==> src/rtl/wide_add_sequencer.sv <==
// Multi-cycle N_SLICES*16-bit add/subtract that time-shares one 16-bit lookahead adder,
// LSB slice first, with the inter-slice carry held in a register.
module wide_add_sequencer #(
    parameter int unsigned N_SLICES = 4
) (
    input  logic                    clk,
    input  logic                    reset_n,
    input  logic                    start_valid,
    output logic                    start_ready,
    input  logic [16*N_SLICES-1:0]  op_a,
    input  logic [16*N_SLICES-1:0]  op_b,
    input  logic                    sub,
    output logic                    res_valid,
    input  logic                    res_ready,
    output logic [16*N_SLICES-1:0]  result,
    output logic                    cout,
    output logic                    overflow
);

    localparam int unsigned W    = 16 * N_SLICES;
    localparam int unsigned IdxW = $clog2(N_SLICES) + 1;
    localparam logic [IdxW-1:0] LastIdx = IdxW'(N_SLICES - 1);

    typedef enum logic [1:0] {StIdle, StRun, StDone} state_e;

    state_e          state_q, state_d;
    logic [IdxW-1:0] idx_q, idx_d;
    logic            carry_q, carry_d;
    logic [W-1:0]    a_q, a_d;
    logic [W-1:0]    b_q, b_d;
    logic [W-1:0]    result_q, result_d;
    logic            cout_q, cout_d;
    logic            ovf_q, ovf_d;

    logic [15:0]     a_sl, b_sl, sum_s;
    logic            sum_co;

    // State register
    always_ff @(posedge clk or negedge reset_n) begin
        if (!reset_n) begin
            state_q <= StIdle;
        end else begin
            state_q <= state_d;
        end
    end

    // Next-state logic
    always_comb begin
        state_d = state_q;
        unique case (state_q)
            StIdle:  if (start_valid)       state_d = StRun;
            StRun:   if (idx_q == LastIdx)  state_d = StDone;
            StDone:  if (res_ready)         state_d = StIdle;
            default:                        state_d = StIdle;
        endcase
    end

    // Outputs depend on registered state only
    always_comb begin
        start_ready = (state_q == StIdle);
        res_valid   = (state_q == StDone);
        result      = result_q;
        cout        = cout_q;
        overflow    = ovf_q;
    end

    // Select the operand slice addressed by the slice index
    always_comb begin
        a_sl = '0;
        b_sl = '0;
        for (int i = 0; i < int'(N_SLICES); i++) begin
            if (idx_q == IdxW'(i)) begin
                a_sl = a_q[16*i +: 16];
                b_sl = b_q[16*i +: 16];
            end
        end
    end

    // 16-bit adder: four 4-bit groups with group-level carry lookahead
    always_comb begin : lookahead_adder
        logic [15:0] g, p, c;
        logic [3:0]  gg, gp;
        logic [4:0]  gc;
        g  = a_sl & b_sl;
        p  = a_sl ^ b_sl;
        gg = '0;
        gp = '0;
        gc = '0;
        c  = '0;
        gc[0] = carry_q;
        for (int k = 0; k < 4; k++) begin
            gg[k] = g[4*k+3] | (p[4*k+3] & g[4*k+2]) | (p[4*k+3] & p[4*k+2] & g[4*k+1])
                  | ((&p[4*k+1 +: 3]) & g[4*k]);
            gp[k] = &p[4*k +: 4];
            gc[k+1] = gg[k] | (gp[k] & gc[k]);
        end
        for (int k = 0; k < 4; k++) begin
            c[4*k] = gc[k];
            for (int j = 0; j < 3; j++) begin
                c[4*k+j+1] = g[4*k+j] | (p[4*k+j] & c[4*k+j]);
            end
        end
        sum_s  = p ^ c;
        sum_co = gc[4];
    end

    // Datapath next-state
    always_comb begin
        a_d      = a_q;
        b_d      = b_q;
        idx_d    = idx_q;
        carry_d  = carry_q;
        result_d = result_q;
        cout_d   = cout_q;
        ovf_d    = ovf_q;
        unique case (state_q)
            StIdle: begin
                if (start_valid) begin
                    a_d     = op_a;
                    b_d     = sub ? ~op_b : op_b;
                    carry_d = sub;
                    idx_d   = '0;
                end
            end
            StRun: begin
                for (int i = 0; i < int'(N_SLICES); i++) begin
                    if (idx_q == IdxW'(i)) result_d[16*i +: 16] = sum_s;
                end
                carry_d = sum_co;
                idx_d   = idx_q + 1'b1;
                if (idx_q == LastIdx) begin
                    cout_d = sum_co;
                    // Signed overflow uses the effective (possibly inverted) B sign
                    ovf_d  = (a_q[W-1] == b_q[W-1]) & (sum_s[15] != a_q[W-1]);
                end
            end
            default: ;
        endcase
    end

    always_ff @(posedge clk or negedge reset_n) begin
        if (!reset_n) begin
            a_q      <= '0;
            b_q      <= '0;
            idx_q    <= '0;
            carry_q  <= 1'b0;
            result_q <= '0;
            cout_q   <= 1'b0;
            ovf_q    <= 1'b0;
        end else begin
            a_q      <= a_d;
            b_q      <= b_d;
            idx_q    <= idx_d;
            carry_q  <= carry_d;
            result_q <= result_d;
            cout_q   <= cout_d;
            ovf_q    <= ovf_d;
        end
    end

endmodule

==> config.mk <==
export PLATFORM = sky130hd
export DESIGN_NAME = wide_add_sequencer
export DESIGN_NICKNAME = d
export VERILOG_FILES = /design/src/rtl/wide_add_sequencer.sv
export SDC_FILE = /design/constraint.sdc
export NUM_CORES = 1
export LEC_CHECK = 0
export BUFFER_PORTS_ARGS = -buffer_cell sky130_fd_sc_hd__buf_2
export CORE_MARGIN = 10
export CORE_UTILIZATION = 35
export CTS_CLUSTER_DIAMETER = 150
export DETAILED_ROUTE_END_ITERATION = 6
export GPL_TIMING_DRIVEN = 0
export PLACE_DENSITY_LB_ADDON = 0.05
export SETUP_SLACK_MARGIN = 0.02
export SKIP_LAST_GASP = 1
export SLEW_MARGIN = 5
export SYNTH_ARGS = -nofsm -noshare
export SYNTH_HDL_FRONTEND = slang
export SYNTH_SLANG_ARGS = --single-unit
==> constraint.sdc <==
create_clock -name clk -period 5.18 [get_ports clk]
set_input_delay 1.036 -clock clk [delete_from_list [all_inputs] [get_ports clk]]
set_output_delay 1.036 -clock clk [all_outputs]
set_load 0.02 [all_outputs]
==> metrics <==
power density over the cells=793.6 nW/um^2; Skew-Pair Late Insertion Delay=0.45 ns; crit path buf inv count=2; placed instance area=around 11,000 um^2; Comb power frac=a little under three fifths; via count=roughly 7,200; fin util=between 40% and 50%; P_sw=approximately 0.0043 W; Initial DRT Pass Iterations=4; LEAKAGE=between 5 and 6 nW; Sw Ratio=between 40 and 50%; area share of and/or/nand/nor cells after synthesis=under 10%; proportion of synthesized area in mux cells=roughly a tenth; crit-path max cell delay=0.46 ns; Worst Setup End Kind=flip-flop; grt total ovfl=0; sequential-to-total area share from yosys stat=between 50% and 60%; Layout area overhead=22.99%; DRC=0; Final Hold Fails=0; WL/cell=roughly 21 um; Startpoint Class=flip-flop; Post-Syn Instances=approximately 880; Post-DP HPWL=approximately 24 mm; core area=26,880 um^2; Placed Cells=1,424; Die Wd=between 150 and 200 um; distinct cell type count after synthesis=39; num rows=60; register share of total power=between 30% and 40%; I/O Buffers=200; Adder-Cell Fraction of Synth Area=under 10%; DR iter-0 viols=between 400 and 500; WS Path Type=reg2reg; GRT Util Overall=~18%; compound-gate portion of the synthesized area=about 14%; Final #Nets=1,271; XOR/XNOR Fraction of Synth Area=under 10%; Cell Chain, Critical Path=ha_1 -> nor2b_1 -> buf_2 -> clkbuf_4 -> a221o_1 -> o21ai_0 -> o21ai_1 -> ha_1 -> and4_1 -> and3_1 -> o31a_1 -> nor3_1 -> fa_2 -> fa_1 -> fa_2 -> xor2_2 -> or3_1 -> a31oi_1; Post-CTS Hold Fix Bufs=0; internal power=0.005038 W; Achievable Freq=0.2021 GHz; critical path data required time=5.54 ns; Clk network pwr share=14.3%; CP arrival=around 5.3 ns; die footprint=between 30,000 and 40,000 um^2; met1 Track Usage GR=about a quarter; maximum clock insertion buffer count=2; CTS H-tree lvls=4; kind of cell adding the most delay to the critical path=adder cells; hold crit path type=reg2reg; Crit Path Max Fanout=10; TritonCTS sink count=200; Fill cells=~2,700; area of the mapped netlist=roughly 9600 um^2; GR peak layer=met2; Worst slew margin=around three fifths; root buffer cell=clkbuf_16; GR Util met2=29.75%; Placer Congestion=0.8335; RSZ-0062 raised after global routing=false; die height=around 190 um; syn_nets=about 1,000; status=finished clean; initial antenna violation count=1; global routing met3 resource utilization=under 10%; Syn. warnings=0; total routed wirelength=slightly above 30 mm; Num CTS Buffers=17; initial core utilization=around 36%; Least-Margin Pin Slew=0.6069 ns; post-synthesis register bit count=200; main combinational cell family by area after synthesis=compound AO/OA/AOI/OAI gates; critical path's slowest cell=fa_1; pin count of the biggest net entering global routing=84; ANT nets after route=0; Final Instance Area=11,750 um^2; layout cell share with drive strength beyond 1=34.35%; vias in the first global route=7,694; Ports=around 200; TritonCTS clock tree=built; CTS clk-pin slew, worst paths=roughly 0.080 ns; Max rail drop VDD=between 300 and 400 uV; Tcrit/Tclk final=between 90% and 100%; first-pass GRT wire length=between 40 and 50 mm; Avg Cell Area, Syn=around 11 um^2; Post-Route Skew=0.01442 ns; Vias/cell=about 4.9; final setup fails=0; Final min period=just under 5 ns; Final Non-Filler Cells=about 1,500; Slew Limit Fails=0; total power=between 0.009 and 0.01 W; max-cap viol count=0; worst hold slack=around 0.48 ns
repair_timing:
action                                  CTS  global route
buffers inserted                          0             3
resized for setup                         9            24
endpoints found under the setup margin    5             8
hold endpoints to repair                  0             0
pin swaps                                 0             7
worst register-to-register path, stage by stage (launching register included):
cell	delay (ns)
dfrtp_2	0.44
ha_1	0.25
nor2b_1	0.14
buf_2	0.16
clkbuf_4	0.20
a221o_1	0.42
o21ai_0	0.13
o21ai_1	0.12
ha_1	0.36
and4_1	0.21
and3_1	0.16
o31a_1	0.18
nor3_1	0.10
fa_2	0.41
fa_1	0.46
fa_2	0.43
xor2_2	0.22
or3_1	0.33
a31oi_1	0.16
synthesized netlist by cell type:
| library cell | n | area share [%] |
|---|---|---|
| buf_4 | 8 | 0.63 |
| nand2_2 | 2 | 0.13 |
| o21ai_0 | 59 | 3.1 |
| fa_1 | 12 | 2.5 |
| xnor2_1 | 67 | 6.1 |
| o31a_1 | 1 | 0.092 |
| nand3_2 | 1 | 0.10 |
| xor2_1 | 1 | 0.092 |
| nand2b_1 | 2 | 0.13 |
| a221oi_1 | 16 | 1.5 |
| and4_1 | 1 | 0.092 |
| or3_1 | 2 | 0.13 |
| o21ai_1 | 24 | 1.3 |
| nor3b_2 | 2 | 0.26 |
| inv_1 | 10 | 0.39 |
| and3_1 | 2 | 0.13 |
| mux2_2 | 73 | 8.6 |
| dfrtp_1 | 200 | 52 |
| nand3_1 | 3 | 0.16 |
| o21a_1 | 1 | 0.079 |
| ha_1 | 21 | 2.7 |
| a21oi_1 | 86 | 4.5 |
| buf_2 | 39 | 2.0 |
| a21o_1 | 17 | 1.3 |
| clkbuf_1 | 14 | 0.55 |
| a22oi_1 | 1 | 0.079 |
| o31ai_1 | 2 | 0.16 |
| o21bai_1 | 2 | 0.16 |
| a31oi_1 | 3 | 0.20 |
| a221o_1 | 17 | 1.8 |
| nand3b_1 | 1 | 0.079 |
| o22ai_1 | 1 | 0.066 |
| nor3_1 | 18 | 0.94 |
| and2_1 | 2 | 0.13 |
| mux2_1 | 7 | 0.82 |
| nor2_1 | 85 | 3.3 |
| nand2_1 | 73 | 2.9 |
| nand4_1 | 1 | 0.066 |
| nor2b_1 | 4 | 0.26 |
power groups by stage:
stage	sequential, W	clock, W	combinational, W
6_report	0.00280	0.00133	0.00520
5_1_grt	0.00290	0.00143	0.00580
4_1_cts	0.00280	0.00137	0.00515
3_5_place_dp	0.00282	0	0.00510
3_3_place_gp	0.00281	0	0.00506
2_1_floorplan	0.00298	0	0.00304
cell families (layout without fill, tap and decap cells):
logic type	count (synthesis)	count (layout)
buffers and inverters	71	308
flip-flops	200	200
XOR/XNOR	68	68
multiplexers	80	80
AND/OR/NAND/NOR	199	199
adder cells (fa/ha/maj)	33	33
other	0	1
AO/OA/AOI/OAI	230	230
cell usage in the layout, fill, tap and decap left out, types with 3 or more instances in the layout:
master	netlist	final
o21ai_2	0	3
clkbuf_16	0	17
nor3_2	0	3
nand3_1	3	3
buf_4	8	11
o21ai_1	24	24
buf_2	39	236
o21ai_0	59	56
ha_1	21	21
nor2b_1	4	4
clkbuf_2	0	4
inv_1	10	10
clkbuf_1	14	10
dfrtp_1	200	199
clkbuf_4	0	3
a21o_1	17	17
a221oi_2	0	7
a31oi_1	3	3
fa_1	12	10
mux2_1	7	7
nor3_1	18	15
mux2_2	73	73
a21oi_1	86	86
nand2_1	73	73
a221oi_1	16	9
xnor2_1	67	67
inv_6	0	6
a221o_1	17	17
nor2_1	85	85
flip-flops by register name, indices dropped and copies added, names as in the netlist:
register and flops:
a_q 64, b_q 64, carry_q 1, cout 1, idx_q 3, overflow 1
result 64, state_q 2
final timing paths:
check                                       start                     end  slack, ns  cells past startpoint
hold / removal             result[24]$_DFFE_PN0P_  result[24]$_DFFE_PN0P_       0.48                      2
setup reg to reg             idx_q[0]$_DFFE_PN0P_    overflow$_DFFE_PN0P_       0.23                     18
setup / recovery             idx_q[0]$_DFFE_PN0P_    overflow$_DFFE_PN0P_       0.23                     18
min in group asynchronous                 reset_n  result[42]$_DFFE_PN0P_       0.50                      1
max in group asynchronous                 reset_n     b_q[37]$_DFFE_PN0P_       3.91                      2
hold reg to reg            result[24]$_DFFE_PN0P_  result[24]$_DFFE_PN0P_       0.48                      2
final cells by class:
cell class | count | area (um^2) | share of cell area (%)
Tap cell | 341 | 426.7 | 3.630
Antenna cell | 1 | 2.502 | 0.02129
Clock inverter | 13 | 130.1 | 1.107
Inverter | 10 | 37.54 | 0.3194
Clock buffer | 19 | 442.9 | 3.769
Multi-Input combinational cell | 610 | 4297 | 36.56
Buffer | 61 | 321.6 | 2.736
Sequential cell | 200 | 5006 | 42.60
Timing Repair Buffer | 205 | 1089 | 9.262
per-stage QoR:
step | setup TNS [ns] | setup slack (ns)
global route | 0 | 0.01745
detailed placement | -0.8470 | -0.2448
global placement | -123.86 | -0.6305
floorplan | 0 | 0.7344
CTS | 0 | 0.02861
finish | 0 | 0.2318
layer usage:
metal / vias up / part of all wire, %
li1: 3514 / -
met1: 3484 / 45
met2: 165 / 49
met3: 17 / 4.5
met4: 0 / 0.97
met5: - / 0
No activity file was read; power rests on OpenSTA's default activity.
